<file path="config.mk">
export PLATFORM = sky130hd
export DESIGN_NAME = ram_burst_master
export DESIGN_NICKNAME = d
export VERILOG_FILES = /design/src/rtl/ram_pkg.sv /design/src/rtl/ram_read_skid_buffer.sv /design/src/rtl/ram_burst_master.sv
export SDC_FILE = /design/constraint.sdc
export NUM_CORES = 1
export LEC_CHECK = 0
export ABC_AREA = 1
export BUFFER_PORTS_ARGS = -buffer_cell sky130_fd_sc_hd__buf_2
export CORE_MARGIN = 2
export CORE_UTILIZATION = 49
export DETAILED_ROUTE_END_ITERATION = 12
export PLACE_DENSITY = 0.81
export SLEW_MARGIN = 25
export SYNTH_ARGS = -nofsm -noshare
export SYNTH_HDL_FRONTEND = slang
export SYNTH_SLANG_ARGS = --single-unit
</file>
<file path="constraint.sdc">
create_clock -name clock -period 2.3 [get_ports clock]
set_clock_uncertainty 0.1 [all_clocks]
set_input_delay 0 -clock clock [delete_from_list [all_inputs] [get_ports clock]]
set_output_delay 0 -clock clock [all_outputs]
set_load 0.03 [all_outputs]
</file>
<file path="src/rtl/ram_pkg.sv">
// Shared definitions for the burst master and its read-side skid buffer.
// RAM rw encoding and the burst FSM state type.
package ram_pkg;

   localparam logic RAM_READ  = 1'b0;
   localparam logic RAM_WRITE = 1'b1;

   typedef enum logic [1:0] {
      IDLE  = 2'd0,
      WRITE = 2'd1,
      READ  = 2'd2,
      DRAIN = 2'd3
   } burst_state_t;

endpackage

</file>
<file path="src/rtl/ram_read_skid_buffer.sv">
// Two-entry FIFO of {data, last} that absorbs read data returned by the RAM
// while the consumer is stalled. Simultaneous push and pop are allowed.
module ram_read_skid_buffer #(
   parameter int DATA_WIDTH = 16
) (
   input  logic                  clock,
   input  logic                  reset_n,
   input  logic                  push_i,
   input  logic [DATA_WIDTH-1:0] push_data_i,
   input  logic                  push_last_i,
   input  logic                  pop_i,
   output logic [DATA_WIDTH-1:0] head_data_o,
   output logic                  head_last_o,
   output logic [1:0]            count_o
);

   logic                      wr_ptr_q;
   logic                      rd_ptr_q;
   logic [1:0]                count_q;
   logic [1:0][DATA_WIDTH-1:0] entry_data;
   logic [1:0]                entry_last;

   generate
      for (genvar gi = 0; gi < 2; gi++) begin : g_entry
         logic [DATA_WIDTH-1:0] data_q;
         logic                  last_q;

         always_ff @(posedge clock) begin
            if (!reset_n) begin
               data_q <= '0;
               last_q <= 1'b0;
            end else if (push_i && (wr_ptr_q == 1'(gi))) begin
               data_q <= push_data_i;
               last_q <= push_last_i;
            end
         end

         assign entry_data[gi] = data_q;
         assign entry_last[gi] = last_q;
      end
   endgenerate

   always_ff @(posedge clock) begin
      if (!reset_n) begin
         wr_ptr_q <= 1'b0;
         rd_ptr_q <= 1'b0;
         count_q  <= 2'd0;
      end else begin
         if (push_i) begin
            wr_ptr_q <= ~wr_ptr_q;
         end
         if (pop_i) begin
            rd_ptr_q <= ~rd_ptr_q;
         end
         count_q <= count_q + {1'b0, push_i} - {1'b0, pop_i};
      end
   end

   assign head_data_o = entry_data[rd_ptr_q];
   assign head_last_o = entry_last[rd_ptr_q];
   assign count_o     = count_q;

endmodule

</file>
<file path="src/rtl/ram_burst_master.sv">
// Burst initiator for a single-port synchronous RAM: accepts one read or write
// burst, walks sequential addresses and returns read beats through a skid buffer.
module ram_burst_master
   import ram_pkg::*;
#(
   parameter int ADDRESS_WIDTH = 16,
   parameter int DATA_WIDTH    = 16,
   parameter int LEN_WIDTH     = 8
) (
   input  logic                     clock,
   input  logic                     reset_n,
   input  logic                     req_valid,
   output logic                     req_ready,
   input  logic                     req_rw,
   input  logic [ADDRESS_WIDTH-1:0] req_address,
   input  logic [LEN_WIDTH-1:0]     req_length,
   input  logic                     wr_valid,
   output logic                     wr_ready,
   input  logic [DATA_WIDTH-1:0]    wr_data,
   output logic                     rd_valid,
   input  logic                     rd_ready,
   output logic [DATA_WIDTH-1:0]    rd_data,
   output logic                     rd_last,
   output logic                     busy,
   output logic                     done,
   output logic                     ram_enable,
   output logic                     ram_rw,
   output logic [ADDRESS_WIDTH-1:0] ram_address,
   output logic [DATA_WIDTH-1:0]    ram_data_in,
   input  logic [DATA_WIDTH-1:0]    ram_data_out
);

   burst_state_t             state_q, state_d;
   logic [ADDRESS_WIDTH-1:0] addr_q, addr_d;
   logic [LEN_WIDTH-1:0]     remain_q, remain_d;
   logic                     inflight_q, inflight_d;
   logic                     inflight_last_q, inflight_last_d;
   logic                     done_q, done_d;
   logic [DATA_WIDTH-1:0]    wdata_hold_q, wdata_hold_d;

   logic                     wr_beat;
   logic                     rd_issue;
   logic                     rd_pop;
   logic                     last_beat;
   logic [2:0]               occupancy;
   logic [1:0]               skid_count;
   logic                     skid_last;
   logic [DATA_WIDTH-1:0]    skid_data;

   assign last_beat = (remain_q == LEN_WIDTH'(1));
   assign wr_beat   = (state_q == WRITE) && wr_valid;
   // Buffered plus in-flight beats may never exceed the two skid slots.
   assign occupancy = {1'b0, skid_count} + {2'b00, inflight_q};
   assign rd_issue  = (state_q == READ) && (occupancy < 3'd2);
   assign rd_valid  = (skid_count != 2'd0);
   assign rd_pop    = rd_valid && rd_ready;

   ram_read_skid_buffer #(
      .DATA_WIDTH (DATA_WIDTH)
   ) u_skid (
      .clock       (clock),
      .reset_n     (reset_n),
      .push_i      (inflight_q),
      .push_data_i (ram_data_out),
      .push_last_i (inflight_last_q),
      .pop_i       (rd_pop),
      .head_data_o (skid_data),
      .head_last_o (skid_last),
      .count_o     (skid_count)
   );

   always_comb begin
      state_d         = state_q;
      addr_d          = addr_q;
      remain_d        = remain_q;
      done_d          = 1'b0;
      wdata_hold_d    = wdata_hold_q;
      inflight_d      = rd_issue;
      inflight_last_d = rd_issue && last_beat;

      case (state_q)
         IDLE: begin
            if (req_valid) begin
               if (req_length == '0) begin
                  done_d = 1'b1;
               end else begin
                  state_d  = (req_rw == RAM_WRITE) ? WRITE : READ;
                  addr_d   = req_address;
                  remain_d = req_length;
               end
            end
         end
         WRITE: begin
            if (wr_beat) begin
               addr_d       = addr_q + ADDRESS_WIDTH'(1);
               remain_d     = remain_q - LEN_WIDTH'(1);
               wdata_hold_d = wr_data;
               if (last_beat) begin
                  state_d = IDLE;
                  done_d  = 1'b1;
               end
            end
         end
         READ: begin
            if (rd_issue) begin
               addr_d   = addr_q + ADDRESS_WIDTH'(1);
               remain_d = remain_q - LEN_WIDTH'(1);
               if (last_beat) begin
                  state_d = DRAIN;
               end
            end
         end
         DRAIN: begin
            if (rd_pop && skid_last) begin
               state_d = IDLE;
            end
         end
         default: state_d = IDLE;
      endcase
   end

   always_ff @(posedge clock) begin
      if (!reset_n) begin
         state_q         <= IDLE;
         addr_q          <= '0;
         remain_q        <= '0;
         inflight_q      <= 1'b0;
         inflight_last_q <= 1'b0;
         done_q          <= 1'b0;
         wdata_hold_q    <= '0;
      end else begin
         state_q         <= state_d;
         addr_q          <= addr_d;
         remain_q        <= remain_d;
         inflight_q      <= inflight_d;
         inflight_last_q <= inflight_last_d;
         done_q          <= done_d;
         wdata_hold_q    <= wdata_hold_d;
      end
   end

   assign req_ready   = (state_q == IDLE);
   assign wr_ready    = (state_q == WRITE);
   assign busy        = (state_q != IDLE);
   // Read completion is reported in the acceptance cycle; others a cycle later.
   assign done        = done_q || ((state_q == DRAIN) && rd_pop && skid_last);
   assign ram_enable  = wr_beat || rd_issue;
   assign ram_rw      = wr_beat ? RAM_WRITE : RAM_READ;
   assign ram_address = addr_q;
   assign ram_data_in = wr_beat ? wr_data : wdata_hold_q;
   assign rd_data     = skid_data;
   assign rd_last     = skid_last;

endmodule

</file>
# After elaboration in Yosys (flattened, before gate mapping)
# Cells that the tools add are included.
[totals]
output_inout_bits = 56
reg_bits = 83
inputBits = 62
[op_classes]
reduce_logical = 18
n_bitwise = 2
mux = 30
n_lt_le_gt_ge = 2
n_addsub = 5
n_eq_ne = 11
[ops]
columns = ["op", "n"]
rows = [
  ["2-to-1 mux 16 bit", 7],
  ["case mux 16 bit (3 select lines)", 1],
  ["2-to-1 mux 8 bit", 4],
  ["case mux 8 bit (3 select lines)", 1],
  ["adder 16 x 1 -> 16 bit (second input constant)", 1],
  ["2-to-1 mux 2 bit", 8],
  ["inequality test 2 bit (second input constant)", 5],
  ["logical AND 1 bit", 9],
  ["== test 8 x 1 -> 1 bit (second input constant)", 1],
  ["logical NOT 8 bit", 1],
  ["case mux 2 bit (4 select lines)", 1],
  ["subtractor 8 x 1 -> 8 bit (second input constant)", 1],
  ["2-to-1 mux 1 bit", 7],
  ["AND reduction 7 bit", 1],
  ["AND reduction 5 bit", 1],
  ["== test 2 bit (second input constant)", 2],
  ["inequality test 2 x 1 -> 1 bit (second input constant)", 2],
  ["nonzero test 2 bit", 2],
  ["adder 2 x 1 -> 3 bit", 1],
  ["less-than comparator 3 x 2 -> 1 bit (second input constant)", 1],
  ["nonzero test 3 bit", 1],
  ["adder 2 x 1 -> 2 bit", 1],
  ["== test 2 x 1 -> 1 bit (second input constant)", 1],
  ["logical NOT 2 bit", 1],
  ["other kinds (5)", 7],
]

# Depth between registers and ports, before layout
[depth]
depth_word = 5
mapped_depth = 12
depth_no_buf = 11

# Modules after synthesis
# A second synthesis with hierarchy kept.
[hier_totals]
cells_unflattened = 620
hier_area_um2 = 4302.9
[modules_own_cells]
columns = ["mod", "seq_area_each_um2", "instances", "cells_per_inst", "area_each_um2"]
rows = [
  ["ram_burst_master", 900.9, 1, 427, 2686.3],
  ["ram_read_skid_buffer", 760.7, 1, 193, 1616.6],
]

# Least setup slack after synthesis
# Ideal clock, no wire load.
[synth_path]
kind = "register to register"
startpoint = "register state_q[0]"
endpoint = "register addr_q[8], in the netlist ram_address[8]"
stages_incl_launch_ff = 13
arrival_ps = 1684
required_ps = 2084
path_slack_ps = 400
path_buffers = 1
path_cell_list = "dfxtp_1 > inv_1 > ha_1 > inv_2 > nand2_1 > nand2_1 > nand2_2 > nand3_4 > inv_4 > buf_6 > nand3_2 > nand2_1 > nor2_1"
[synth_between]
elab_cells_between_ends = 12
classes_between = "6 x eq/ne; 1 x mux; 5 x reduce/logical"
[synth_lines]
columns = ["item", "line", "text"]
rows = [
  ["start: declaration", "ram_burst_master.sv:33", "burst_state_t state_q, state_d;"],
  ["start signal: assignment", "ram_burst_master.sv:132", "state_q <= state_d;"],
  ["logical NOT 2 bit *", "--", ""],
  ["named net req_ready", "ram_burst_master.sv:13", "output logic req_ready,"],
  ["inequality test 2 bit (no source line) or nonzero test 3 bit (tied branches)", "--", ""],
  ["AND reduction 5 bit (no source line)", "--", ""],
  ["end signal: assignment", "ram_burst_master.sv:133", "addr_q <= addr_d;"],
  ["end: declaration", "ram_burst_master.sv:34", "logic [ADDRESS_WIDTH-1:0] addr_q, addr_d;"],
]
# The timed path passes the listed nets; every way through them passes the cells marked *.
# A chain may end at the register's enable or synchronous reset.

# Worst setup path in the final report
[layout_path]
startpoint = "register state_q[1]"
endpoint = "output ram_data_in[7]"
[layout_between]
elab_chain_cells = 3
[layout_lines]
columns = ["item", "line", "text"]
rows = [
  ["== test 2 x 1 -> 1 bit", "ram_burst_master.sv:51", "assign wr_beat = (state_q == WRITE) && wr_valid;"],
  ["logical AND 1 bit", "ram_burst_master.sv:51", ""],
  ["2-to-1 mux 16 bit", "--", ""],
  ["end: declaration", "ram_burst_master.sv:29", "output logic [DATA_WIDTH-1:0] ram_data_in,"],
]
# No other way between the ends.

==> impl_metrics.env <==
export IMPL_antenna_cells=0
export IMPL_worst_pin_slew_ns=0.609
export IMPL_reg2reg_slack_ns=0.33
export IMPL_avgSynthCellArea_um2=6.61
export IMPL_initial_core_util_pct=49.8
export IMPL_fin_crit_ns=2.10
export IMPL_cts_tree="yes"
export IMPL_ant_nets=0
export IMPL_critPathKind="register to output port"
export IMPL_clockBufferDepth=2
export IMPL_top_layer_used="met4"
export IMPL_routedWlPerCell_um=12.7
export IMPL_syn_inst=644
export IMPL_synth_compound_area_share_pct=14.3
export IMPL_yosysWarnings=0
export IMPL_netlist_area_mm2=0.00426
export IMPL_setup_tns_ns=0
export IMPL_wl_met1_um=5030
export IMPL_drc_errors=0
export IMPL_synth_seq_cells=83
export IMPL_drive_above_1_share_pct=22.6
export IMPL_antenna_found_initial=0
export IMPL_power_per_cell_area_mw_per_mm2=1160
export IMPL_fmax_mhz=476
export IMPL_finalSetupViolCount=0
export IMPL_vias=4674
export IMPL_status="finished, final reports clean"
export IMPL_hp_class="input pin to register"
export IMPL_cts_made_buffers=9
export IMPL_maxCapViolCount=0
export IMPL_clkLatencyLatePin_ns=0.36
export IMPL_hpwl_um=7630
export IMPL_met2RoutedLength_um=5800
export IMPL_final_cells=926
export IMPL_cp_max_fo=17
export IMPL_hold_viol=0
export IMPL_h_tree_depth=3
export IMPL_synth_adder_area_share_pct=2.64
export IMPL_dr_pass1_iters=5
export IMPL_grt_pass1_vias=4470
export IMPL_vdd_drop_max_mv=0.580
export IMPL_grt_pass1_wl_um=19700
export IMPL_cts_sinks=83
export IMPL_synthSimpleGateAreaFrac_pct=34.6
export IMPL_drt_iter0_markers=193
export IMPL_num_rows=34
export IMPL_cts_resized=0
export IMPL_synth_top_family_by_area="simple AND/OR/NAND/NOR gates"
export IMPL_end_kind="output port"
export IMPL_synthMuxAreaShare_pct=0
export IMPL_die_area_mm2=0.00945
export IMPL_overflow=0
export IMPL_slew_limit_headroom_pct=59.3
export IMPL_clk_pin_slew_worst_paths_ns=0.09
export IMPL_synth_flop_cell="dfxtp_1"
export IMPL_crit_arrival_ns=2.00
export IMPL_place_inst=852
export IMPL_holdWs_ns=0.0187
export IMPL_chipHeight_um=97.2
export IMPL_nets=884
export IMPL_synth_edff_count=0
export IMPL_track_usage_pct=24.8
export IMPL_met3_length_um=589
export IMPL_final_period_utilization_pct=91.3
export IMPL_ys_seq_area_share_pct=39.0
export IMPL_cts_setup_buffers=0
export IMPL_total_power_mw=6.62
export IMPL_die_x_um=97.2
export IMPL_area_growth_pct=34.6
export IMPL_port_buffers=117
export IMPL_rsz0062_at_grt="no"
export IMPL_synth_nets=715
export IMPL_pin_count=118
export IMPL_maxSlewViolCount=0
export IMPL_vias_per_cell=5.05
export IMPL_cp_start_kind="register"
export IMPL_clockRootBuffer="clkbuf_8"
export IMPL_routed_wl_um=11800
export IMPL_synth_xor_area_share_pct=0.617
export IMPL_yosysUniqueCellTypes=34
export IMPL_cp_required_ns=2.20
export IMPL_async_reset_ff_share_pct=0
export IMPL_core_area_mm2=0.00855
export IMPL_leakagePower_nw=2.94
export IMPL_gp_congestion=0.895
export IMPL_grt_max_degree=52
critical path, stage by stage, from the launching register on:
cell and delay (ns):
dfxtp_1 0.38, inv_1 0.09, ha_1 0.22, nand2_1 0.09, inv_1 0.17, or2_2 0.32
o21ai_0 0.12, inv_1 0.08, buf_2 0.18
power by group:
part | switching [mW] | leakage, nW | internal [mW]
clock network | 0.566 | 0.120 | 0.731
logic | 2.21 | 2.14 | 1.10
registers | 0.262 | 0.677 | 1.75
registers in the layout, indices dropped and copies added, names as in the netlist:
name                   cells
u_skid.g_entry.data_q     32
ram_address               16
wdata_hold_q              16
remain_q                   8
state_q                    2
u_skid.count_o             2
u_skid.g_entry.last_q      2
done_q                     1
inflight_last_q            1
inflight_q                 1
u_skid.rd_ptr_q            1
u_skid.wr_ptr_q            1
final cells by class:
type | instances | area (µm²)
inverter | 60 | 228
sequential | 83 | 1660
tap | 108 | 135
clock inverter | 7 | 124
clock buffer | 9 | 124
multi-input combinational | 475 | 2220
timing repair buffer | 184 | 1230
fill | 733 | 2820
path summary, 6_finish.rpt:
check	start	depth (start not counted)	endpoint
worst max-delay path	state_q[1]$_SDFFE_PN0P_	8	ram_data_in[7]
worst min-delay path	req_address[3]	5	ram_address[3]$_SDFFE_PN0P_
worst max register to register	state_q[0]$_SDFFE_PN0P_	9	ram_address[4]$_SDFFE_PN0P_
worst min register to register	inflight_last_q$_SDFF_PN0_	2	u_skid.g_entry[0].last_q$_SDFFE_PN0P_
metrics by stage:
stage          worst slack, ns  area (µm²)  utilization [%]
6_report                 0.200        5730             67.0
5_1_grt                 0.0470        5730             67.0
4_1_cts                  0.173        5730             67.0
3_5_place_dp             0.334        4900             57.3
3_3_place_gp             0.439        4900             57.3
2_1_floorplan            0.400        4260                -
cells in the final DEF, fill, tap and decap left out, types with 2 or more instances in the layout:
master,synthesis,final
o22ai_1,3,3
nor2_4,3,3
a21oi_2,5,5
buf_4,1,9
nand3_1,20,20
inv_1,55,54
a21oi_1,18,18
or2_2,17,17
o21ai_2,4,4
clkinv_1,3,3
nand2_1,157,157
dfxtp_1,83,83
ha_1,9,9
clkbuf_8,0,9
inv_2,1,2
o21ai_1,12,12
bufinv_16,0,3
o21ai_0,62,62
nor3_1,5,5
nor2_2,2,2
nand2_2,5,5
o21bai_1,4,4
nand3_2,2,2
nor2_1,135,135
buf_2,5,117
nand4_1,5,5
inv_6,0,2
xnor2_1,2,2
dlygate4sd3_1,0,58
logic make-up (layout without fill, tap and decap cells):
| kind of cell | Yosys count | count (layout) |
|---|---|---|
| simple gates | 352 | 352 |
| compound gates | 111 | 111 |
| flops | 83 | 83 |
| xor+xnor | 3 | 3 |
| fa+ha+maj | 9 | 9 |
| buf+inv | 86 | 260 |
metal layers:
layer | vias up | global-route usage (%)
li1 | 2363 | -
met1 | 2131 | 30.0
met2 | 150 | 44.0
met3 | 30 | 3.53
met4 | 0 | 10.8
met5 | - | 0
cells in the mapped netlist, types with 9 or more instances:
| master | count | area (µm²) |
|---|---|---|
| a21oi_1 | 18 | 90.1 |
| clkbuf_1 | 14 | 52.6 |
| dfxtp_1 | 83 | 1660 |
| ha_1 | 9 | 113 |
| inv_1 | 55 | 206 |
| nand2_1 | 157 | 589 |
| nand3_1 | 20 | 100 |
| nor2_1 | 135 | 507 |
| o21ai_0 | 62 | 310 |
| o21ai_1 | 12 | 60.1 |
| or2_2 | 17 | 106 |
repair_timing:
| action | 4_1_cts | 5_1_grt |
|---|---|---|
| endpoints found under the hold margin | 75 | 0 |
| endpoints found under the setup margin | 0 | 0 |
| hold buffers | 58 | 0 |
(Power assumes the default switching activity.)
